`config.mk`:
```
export PLATFORM = sky130hd
export DESIGN_NAME = s2p_slave
export DESIGN_NICKNAME = d
export VERILOG_FILES = /design/src/rtl/s2p_pkg.sv /design/src/rtl/s2p_sync.sv /design/src/rtl/s2p_slave.sv
export SDC_FILE = /design/constraint.sdc
export NUM_CORES = 1
export LEC_CHECK = 0
export CAP_MARGIN = 40
export CORE_MARGIN = 2
export CORE_UTILIZATION = 41
export CTS_CLUSTER_SIZE = 25
export DETAILED_ROUTE_END_ITERATION = 10
export PLACE_DENSITY = 0.7
export SLEW_MARGIN = 20
export SYNTH_ARGS = -nofsm -noshare
export SYNTH_HDL_FRONTEND = slang
export SYNTH_SLANG_ARGS = --single-unit
```
`constraint.sdc`:
```
create_clock -name clk -period 2.7 [get_ports clk]
set_input_delay 0.27 -clock clk [delete_from_list [all_inputs] [get_ports clk]]
set_output_delay 0.27 -clock clk [all_outputs]
set_load 0.03 [all_outputs]
```
`src/rtl/s2p_pkg.sv`:
```
// Shared types and helpers for the s2p_slave serial-to-parallel receiver.
package s2p_pkg;

  typedef enum logic {
    HUNT  = 1'b0,
    SHIFT = 1'b1
  } state_t;

  // Consecutive good frames needed before link_ok asserts.
  localparam int unsigned LOCK_CNT = 2;

  function automatic int unsigned clogb2(input int unsigned value);
    int unsigned v;
    int unsigned r;
    r = 0;
    v = value - 1;
    while (v > 0) begin
      r = r + 1;
      v = v >> 1;
    end
    if (r == 0) r = 1;
    return r;
  endfunction

endpackage

```
`src/rtl/s2p_sync.sv`:
```
// Two-flop synchronizer with synchronous active-low reset.
module s2p_sync (
  input  logic clk,
  input  logic rst_n,
  input  logic d,
  output logic q
);

  logic meta;

  always_ff @(posedge clk) begin
    if (!rst_n) begin
      meta <= 1'b0;
      q    <= 1'b0;
    end else begin
      meta <= d;
      q    <= meta;
    end
  end

endmodule

```
`src/rtl/s2p_slave.sv`:
```
// Serial-to-parallel receiver for the so/sclk/sld_n link.
// Optional link-dead timeout enabled by defining S2P_SLAVE_TIMEOUT_EN.
module s2p_slave
  import s2p_pkg::*;
#(
  parameter int unsigned      NBIT    = 64,
  parameter logic [NBIT-1:0]  DEF_VAL = '0,
  parameter int unsigned      TMO_CYC = 65535
) (
  input  logic            clk,
  input  logic            rst_n,
  input  logic            si,
  input  logic            sclk,
  input  logic            sld_n,
  output logic [NBIT-1:0] po,
  output logic            po_vld,
  output logic            frame_err,
  output logic            link_ok
);

  localparam int unsigned IW = clogb2(NBIT);

  logic si_s2, sclk_s2, sld_s2;
  logic sclk_s3, rise_d;
  logic rise_q, si_q, sld_q;
  logic tmo;

  state_t          state_q, state_n;
  logic [IW-1:0]   idx_q, idx_n;
  logic [NBIT-1:0] shreg_q, shreg_n;
  logic [NBIT-1:0] po_n;
  logic            po_vld_n, err_n;
  logic [1:0]      gcnt_q, gcnt_n;

  s2p_sync u_sync_si   (.clk(clk), .rst_n(rst_n), .d(si),    .q(si_s2));
  s2p_sync u_sync_sclk (.clk(clk), .rst_n(rst_n), .d(sclk),  .q(sclk_s2));
  s2p_sync u_sync_sld  (.clk(clk), .rst_n(rst_n), .d(sld_n), .q(sld_s2));

  assign rise_d = sclk_s2 & ~sclk_s3;

  // si/sld_n are registered with rise so all three stay cycle-aligned.
  always_ff @(posedge clk) begin
    if (!rst_n) begin
      sclk_s3 <= 1'b0;
      rise_q  <= 1'b0;
      si_q    <= 1'b0;
      sld_q   <= 1'b0;
    end else begin
      sclk_s3 <= sclk_s2;
      rise_q  <= rise_d;
      si_q    <= si_s2;
      sld_q   <= sld_s2;
    end
  end

`ifdef S2P_SLAVE_TIMEOUT_EN
  logic [31:0] tmo_cnt;

  // Cleared on the pre-register rise so the timeout lands TMO_CYC clk after rise.
  always_ff @(posedge clk) begin
    if (!rst_n || rise_d) tmo_cnt <= '0;
    else if (tmo_cnt != TMO_CYC) tmo_cnt <= tmo_cnt + 32'd1;
  end

  assign tmo = !rise_d && (tmo_cnt == TMO_CYC - 1);
`else
  logic unused_tmo;
  assign unused_tmo = ^TMO_CYC;
  assign tmo        = 1'b0;
`endif

  always_ff @(posedge clk) begin
    if (!rst_n) begin
      state_q   <= HUNT;
      idx_q     <= '0;
      shreg_q   <= '0;
      po        <= DEF_VAL;
      po_vld    <= 1'b0;
      frame_err <= 1'b0;
      gcnt_q    <= '0;
    end else begin
      state_q   <= state_n;
      idx_q     <= idx_n;
      shreg_q   <= shreg_n;
      po        <= po_n;
      po_vld    <= po_vld_n;
      frame_err <= err_n;
      gcnt_q    <= gcnt_n;
    end
  end

  always_comb begin
    state_n  = state_q;
    idx_n    = idx_q;
    shreg_n  = shreg_q;
    po_n     = po;
    po_vld_n = 1'b0;
    err_n    = 1'b0;
    gcnt_n   = gcnt_q;

    if (rise_q) begin
      if (state_q == HUNT || idx_q == '0) begin
        if (!sld_q) begin
          shreg_n    = '0;
          shreg_n[0] = si_q;
          idx_n      = IW'(1);
          state_n    = SHIFT;
        end else if (state_q == SHIFT) begin
          err_n   = 1'b1;
          gcnt_n  = '0;
          state_n = HUNT;
        end
      end else if (!sld_q) begin
        err_n      = 1'b1;
        gcnt_n     = '0;
        shreg_n    = '0;
        shreg_n[0] = si_q;
        idx_n      = IW'(1);
      end else begin
        shreg_n[idx_q] = si_q;
        if (idx_q == IW'(NBIT - 1)) begin
          idx_n    = '0;
          po_n     = shreg_n;
          po_vld_n = 1'b1;
          if (gcnt_q != 2'(LOCK_CNT)) gcnt_n = gcnt_q + 2'd1;
        end else begin
          idx_n = idx_q + IW'(1);
        end
      end
    end else if (tmo) begin
      state_n = HUNT;
      idx_n   = '0;
      po_n    = DEF_VAL;
      gcnt_n  = '0;
    end
  end

  assign link_ok = (gcnt_q == 2'(LOCK_CNT));

endmodule

```
==> results.rst, run 1 <==
.. list-table::
   :header-rows: 1

   * - Metric
     - Value
   * - Setup clock skew after layout
     - 0.0210 ns
   * - First-pass iteration count of the detailed router
     - 5
   * - Share of the yosys chip area belonging to registers
     - 0.505
   * - DRT Wirelength
     - 13700 µm
   * - Number of rows in the core area
     - 43
   * - Number of endpoints with negative hold slack in the final report
     - 0
   * - Required time of the critical path
     - 3.04 ns
   * - Synthesized instance count
     - 618
   * - Initial antenna violation count
     - 0
   * - Inserted Diodes
     - 0
   * - First-pass GRT wire length
     - 22100 µm
   * - Reg area
     - 0.00298 mm²
   * - Setup repair after global routing missed its margin
     - false
   * - Normalized max-slew margin
     - 0.620
   * - Final core utilization
     - 0.524
   * - Ratio of total power to cell area
     - 639 mW/mm²
   * - Hold buffer count at cts
     - 0
   * - Clock slew at reported path FFs
     - 0.06 ns
   * - Synthesized area divided by synthesized cell count
     - 9.56 µm²
   * - Data arrival, critical path
     - 2.46 ns
   * - Actual slew at the worst max-slew pin
     - 0.569 ns
   * - Clk_lat worst skew
     - 0.42 ns
   * - Synthesized net count
     - 626
   * - Number of top-level design ports
     - 72
   * - Final Worst Setup Slack
     - 0.581 ns
   * - Post-route worst hold slack
     - 0.404 ns
   * - Start-to-end type of the worst setup path
     - register to register
   * - Warning count from the yosys run
     - 0
   * - Fill cell count
     - 1255
   * - Type of origin of the critical path
     - register
   * - Critical path's slowest cell
     - dfxtp_1
   * - Port bufs
     - 71
   * - Clock tree root driver cell
     - clkbuf_16
   * - Maximum fanout count along the critical path
     - 35
   * - TritonCTS clock tree
     - yes
   * - Maximum cell stage delay along the critical path
     - 0.49 ns
   * - Finish-stage setup viols
     - 0
   * - All-layer global routing usage
     - 0.186
   * - Via Count
     - 4581
   * - CP Buf/Inv Count
     - 2
   * - Peak supply drop
     - 0.422 mV
   * - Post-route clock period utilization
     - 0.785
   * - Kind of end point of the critical path
     - register
   * - Total number of nets in the final design
     - 680
   * - Die X
     - 124 µm
   * - Bufs on Longest Clock Path
     - 2
   * - Pin count of the biggest net entering global routing
     - 68
   * - Cell total after placement
     - 833
   * - Placement Setup Slack
     - 0.590 ns
   * - Chain of cells forming the critical path
     - inv_1 -> ha_1 -> nor2b_1 -> a21oi_1 -> nand3_2 -> buf_4 -> o2bb2ai_1
   * - Outcome
     - finished, final reports clean
   * - Floorplan core area
     - 0.0140 mm²
   * - Mapped cell area
     - 0.00591 mm²
   * - Unique masters post-synth
     - 41
   * - Setup fix buffers added after clock tree synthesis
     - 0
   * - Max H-tree Level
     - 4
   * - Antenna Violating Nets Remaining
     - 0
   * - Count of routing violations after the opening detailed-route iteration
     - 340
   * - Total of flip-flops plus latches after synthesis
     - 149
   * - Syn-to-layout area delta
     - 24.1%
   * - Clock period minus worst slack
     - 2.12 ns
   * - Number of sinks on the clock net
     - 149
   * - Max frequency
     - 472 MHz
   * - Cts bufs inserted
     - 17
   * - Number of global-route vias before repair
     - 4236
   * - HPWL reported at the end of detailed placement
     - 8690 µm
   * - Kind of cell adding the most delay to the critical path
     - compound AO/OA/AOI/OAI gates
   * - Total area of multi-input combinational cells
     - 0.00267 mm²
   * - Number of DRC violations after detailed routing
     - 0
   * - Total overflow reported by the global router
     - 0
   * - Worst hold path class
     - register to register
   * - Number of non-filler instances in the completed layout
     - 865
   * - Post-CTS resize count
     - 0
   * - Setup tns final
     - 0 ns
   * - Number of slew-limit violations in the final report
     - 0
   * - Initial standard-cell utilization of the core
     - 0.422
   * - Routed length per placed instance
     - 15.8 µm
   * - Via-per-instance ratio
     - 5.30
   * - Vertical die dimension
     - 124 µm
   * - LEAKAGE
     - 2.30 nW
   * - Share of post-route cells with drive strength above 1
     - 0.0774
   * - Total Die Area
     - 0.0154 mm²
   * - Reported max-cap violation count
     - 0
   * - Placer congestion estimate
     - 0.847
[flip-flops by register name, summed over array words and instances, names as in the netlist]
name,flops
si_q,1
u_sync_sld.meta,1
sclk_s3,1
u_sync_si.meta,1
frame_err,1
state_q,1
po_vld,1
shreg_q,64
rise_q,1
sld_q,1
u_sync_si.q,1
gcnt_q,2
idx_q,6
u_sync_sclk.meta,1
u_sync_sld.q,1
po,64
u_sync_sclk.q,1
[cells in the mapped netlist]
cell	count	area, µm²
nor2_1	58	218
or3b_1	2	17.5
o2bb2ai_1	64	561
a31oi_1	1	6.26
nand3b_1	7	52.6
or3_1	4	25.0
buf_2	9	45.0
nand4b_1	1	8.76
nand3_1	9	45.0
a22oi_1	1	7.51
nand2_1	70	263
a211oi_1	1	7.51
or3b_2	4	35.0
o211ai_1	2	15.0
a21oi_2	1	8.76
nor3b_1	2	15.0
a21oi_1	7	35.0
dfxtp_1	149	2980
nor3_1	3	15.0
a221oi_1	1	8.76
o311ai_0	1	8.76
nor4_1	1	6.26
nor2b_1	6	37.5
inv_1	8	30.0
a31o_2	1	8.76
o21ai_0	60	300
a21boi_0	1	7.51
nand2b_1	10	62.6
o311ai_4	1	26.3
and2_1	9	56.3
ha_1	3	37.5
clkbuf_1	33	124
buf_6	7	78.8
o311ai_1	1	8.76
o22ai_1	1	6.26
o21ai_1	8	40.0
a2bb2oi_1	1	8.76
nand4_1	3	18.8
mux2i_1	65	651
or3_4	1	11.3
and4_1	1	8.76
[worst paths after layout]
path	depth (start not counted)	slack, ns	from	to
worst min register to register	1	0.40	sclk_s3	rise_q
worst min-delay path	1	0.40	sclk_s3	rise_q
worst max register to register	7	0.58	idx_q[0]	po[30]
worst max-delay path	7	0.58	idx_q[0]	po[30]
[per-stage QoR]
step                instance area [µm²]  power [mW]
detailed placement                 6730        2.35
global route                       7340        4.84
finish                             7340        4.69
floorplan                          5910        2.33
CTS                                7340        4.72
global placement                   6730        2.35
[logic make-up after synthesis]
family	count (synthesis)	share of synthesized area
and+or+nand+nor	191	0.152
AOI/OAI and AO/OA	153	0.180
DFF	149	0.505
muxes	65	0.110
buffers and inverters	57	0.0470
adders and majority gates	3	0.00635
[report_power, final]
group / leakage [nW] / switching, mW / total, mW / internal [mW]
registers: 1.20 / 0.00533 / 2.21 / 2.21
logic: 0.809 / 0.0671 / 0.0930 / 0.0260
clock network: 0.293 / 0.866 / 2.39 / 1.52
[final cells by class]
| cell class | count | share of cell area |
|---|---|---|
| clock buffer | 23 | 0.0652 |
| clock inverter | 9 | 0.0171 |
| timing repair buffer | 84 | 0.112 |
| inverter | 8 | 0.00409 |
| sequential | 149 | 0.407 |
| tap | 180 | 0.0307 |
| multi-input combinational | 412 | 0.364 |
[worst reg2reg max path: stages (launching register included)]
cell       delay (ns)
dfxtp_1          0.49
inv_1            0.12
ha_1             0.23
nor2b_1          0.16
a21oi_1          0.40
nand3_2          0.14
buf_4            0.26
o2bb2ai_1        0.24
[routing by layer]
| metal | global-route usage | wire [µm] |
|---|---|---|
| met5 | 0 | 0 |
| met4 | 0.0688 | 144 |
| met3 | 0.0444 | 702 |
| met2 | 0.283 | 6430 |
| met1 | 0.257 | 6380 |
[cells in the final DEF, fill, tap and decap left out, types with 2 or more instances in the layout]
cell type / instances
mux2i_1: 65
clkdlybuf4s50_1: 71
a21oi_1: 7
nand2_1: 70
nor2_1: 58
nor2b_1: 6
clkbuf_8: 3
ha_1: 3
buf_4: 12
bufinv_16: 3
o21ai_0: 59
nor3_1: 3
nand2b_1: 10
nand4_1: 3
or3b_1: 2
nor3b_1: 2
or3b_2: 4
clkbuf_16: 17
nand3_1: 8
o21ai_1: 8
clkbuf_1: 3
or3_1: 4
o2bb2ai_1: 64
inv_1: 8
nand3b_1: 7
clkinvlp_4: 2
dfxtp_1: 148
clkinv_2: 4
o211ai_1: 2
and2_1: 9
(Power assumes the default switching activity.)
==> run 2: changes to the inputs <==
Clock period 2.7 ns to 2.05 ns, I/O delays scaled along.
==> run 2 against run 1 <==
  * Combinational power up 43%
  * Wire length up 3.2%
  * Via count up 1.9%
  * Clock skew down 0.0052 ns
  * Largest power group unchanged
  * Non-clock buffer count up 9
  * Power up 34%
  * Sequential share of layout area down 0.72 points
==> results.rst, run 2 (synthesis results as in run 1) <==
.. list-table::
   :header-rows: 1

   * - Metric
     - Value
   * - Type of origin of the critical path
     - register (unchanged)
   * - Number of rows in the core area
     - 43 (unchanged)
   * - Final Worst Setup Slack
     - 0.127 ns (was 0.581 ns)
   * - Max H-tree Level
     - 4 (unchanged)
   * - Pin count of the biggest net entering global routing
     - 68 (unchanged)
   * - Number of sinks on the clock net
     - 149 (unchanged)
   * - Cts bufs inserted
     - 17 (unchanged)
   * - Share of post-route cells with drive strength above 1
     - 0.0952 (was 0.0774)
   * - Count of routing violations after the opening detailed-route iteration
     - 314 (was 340)
   * - Actual slew at the worst max-slew pin
     - 0.527 ns (was 0.569 ns)
   * - Critical path's slowest cell
     - dfxtp_2 (was dfxtp_1)
   * - Initial standard-cell utilization of the core
     - 0.422 (unchanged)
   * - Antenna Violating Nets Remaining
     - 0 (unchanged)
   * - Total overflow reported by the global router
     - 0 (unchanged)
   * - Hold buffer count at cts
     - 0 (unchanged)
   * - Number of slew-limit violations in the final report
     - 0 (unchanged)
   * - Bufs on Longest Clock Path
     - 2 (unchanged)
   * - Chain of cells forming the critical path
     - inv_1 -> ha_1 -> nor2b_2 -> a21oi_1 -> buf_4 -> a21oi_4 -> buf_12 -> o2bb2ai_1 (was inv_1 -> ha_1 -> nor2b_1 -> a21oi_1 -> nand3_2 -> buf_4 -> o2bb2ai_1)
   * - DRT Wirelength
     - 14100 µm (was 13700 µm)
   * - Number of DRC violations after detailed routing
     - 0 (unchanged)
   * - Setup clock skew after layout
     - 0.0158 ns (was 0.0210 ns)
   * - Maximum cell stage delay along the critical path
     - 0.42 ns (was 0.49 ns)
   * - Final Total Pwr
     - 6.28 mW (was 4.69 mW)
   * - Normalized max-slew margin
     - 0.648 (was 0.620)
   * - Routed length per placed instance
     - 16.2 µm (was 15.8 µm)
   * - Clock tree root driver cell
     - clkbuf_16 (unchanged)
   * - Syn-to-layout area delta
     - 26.5% (was 24.1%)
   * - HPWL reported at the end of detailed placement
     - 8900 µm (was 8690 µm)
   * - Inserted Diodes
     - 0 (unchanged)
   * - Post-route clock period utilization
     - 0.938 (was 0.785)
   * - Required time of the critical path
     - 2.34 ns (was 3.04 ns)
   * - Kind of end point of the critical path
     - register (unchanged)
   * - Initial antenna violation count
     - 0 (unchanged)
   * - Number of top-level design ports
     - 72 (unchanged)
   * - Clock period minus worst slack
     - 1.92 ns (was 2.12 ns)
   * - Outcome
     - finished, final reports clean (unchanged)
   * - Leading cell types in the layout, fill and taps excluded
     - dfxtp_1 (146), clkdlybuf4s50_1 (71), nand2_1 (70) (was dfxtp_1 (148), clkdlybuf4s50_1 (71), nand2_1 (70))
   * - Die X
     - 124 µm (unchanged)
   * - Placer congestion estimate
     - 0.955 (was 0.847)
   * - Peak supply drop
     - 0.511 mV (was 0.422 mV)
   * - Number of global-route vias before repair
     - 4586 (was 4236)
   * - Reg area
     - 0.00299 mm² (was 0.00298 mm²)
   * - Ratio of total power to cell area
     - 840 mW/mm² (was 639 mW/mm²)
   * - First-pass iteration count of the detailed router
     - 5 (unchanged)
   * - Leading cell type in the layout, fill and taps excluded
     - dfxtp_1 (unchanged)
   * - Via Count
     - 4667 (was 4581)
   * - Maximum fanout count along the critical path
     - 34 (was 35)
   * - Number of endpoints with negative hold slack in the final report
     - 0 (unchanged)
   * - LEAKAGE
     - 2.38 nW (was 2.30 nW)
   * - Max frequency
     - 520 MHz (was 472 MHz)
   * - Reported max-cap violation count
     - 0 (unchanged)
   * - Setup repair after global routing missed its margin
     - false (unchanged)
   * - Start-to-end type of the worst setup path
     - register to register (unchanged)
   * - Worst hold path class
     - input port to register (was register to register)
   * - Number of non-filler instances in the completed layout
     - 873 (was 865)
   * - Cell total after placement
     - 841 (was 833)
   * - Total number of nets in the final design
     - 689 (was 680)
   * - Biggest registers after layout
     - po: 64 flops, shreg_q: 64 flops, idx_q: 6 flops (unchanged)
   * - Post-route worst hold slack
     - 0.362 ns (was 0.404 ns)
   * - Via-per-instance ratio
     - 5.35 (was 5.30)
   * - Placement Setup Slack
     - 0.0274 ns (was 0.590 ns)
   * - Total Die Area
     - 0.0154 mm² (unchanged)
   * - Fill cell count
     - 1251 (was 1255)
   * - First-pass GRT wire length
     - 23400 µm (was 22100 µm)
   * - Total area of multi-input combinational cells
     - 0.00268 mm² (was 0.00267 mm²)
   * - Port bufs
     - 71 (unchanged)
   * - Clk_lat worst skew
     - 0.43 ns (was 0.42 ns)
   * - Data arrival, critical path
     - 2.21 ns (was 2.46 ns)
   * - Vertical die dimension
     - 124 µm (unchanged)
   * - Setup tns final
     - 0 ns (unchanged)
   * - Clock slew at reported path FFs
     - 0.06 ns (about the same)
   * - TritonCTS clock tree
     - yes (unchanged)
   * - Finish-stage setup viols
     - 0 (unchanged)
   * - All-layer global routing usage
     - 0.197 (was 0.186)
   * - Floorplan core area
     - 0.0140 mm² (unchanged)
[run 2: repair_timing]
item / in CTS / in global routing
setup buffers: 1 / 0
setup endpoints to repair: 1 / 73
hold endpoints to repair: 0 / 0
resized for setup: 0 / 3
[run 2: worst paths after layout]
check,start,slack [ns],to,depth (start not counted)
setup / recovery,idx_q[0],0.13,po[59],8
hold / removal,sclk,0.36,u_sync_sclk.meta,2
setup reg to reg,idx_q[0],0.13,po[59],8
hold reg to reg,sclk_s3,0.39,rise_q,1
[run 2: stage by stage]
| stage | util | area (µm²) |
|---|---|---|
| 6_report | 0.534 | 7470 |
| 5_1_grt | 0.534 | 7470 |
| 4_1_cts | 0.534 | 7470 |
| 3_5_place_dp | 0.489 | 6840 |
| 3_3_place_gp | 0.489 | 6840 |
| 2_1_floorplan | - | 5910 |
[run 2: final cells by class]
type | instances | share of cell area
clock buffers | 23 | 0.0666
clock inverters | 8 | 0.0162
inverters | 8 | 0.00402
multi-input cells | 412 | 0.358
flip-flops and latches | 149 | 0.400
well taps | 180 | 0.0301
repair buffers | 93 | 0.126
[run 2: power breakdown]
part / internal [mW] / switching [mW] / total [mW]
combinational: 0.0435 / 0.0892 / 0.133
clock: 2.06 / 1.17 / 3.23
sequential: 2.91 / 0.00707 / 2.91
total: 5.01 / 1.26 / 6.28
[run 2: critical path, delay by kind of cell (launching register included)]
family                     cells  cell delay, ns
AOI/OAI and AO/OA              3            0.47
and+or+nand+nor                1            0.17
buffers and inverters          3            0.48
DFF                            1            0.42
adders and majority gates      1            0.23
[run 2: layer usage]
layer | vias up | GRT usage | part of all wire
met5 | - | 0 | 0
met4 | 0 | 0.0927 | 0.026
met3 | 31 | 0.0545 | 0.052
met2 | 139 | 0.288 | 0.45
met1 | 2194 | 0.270 | 0.47
li1 | 2303 | - | -
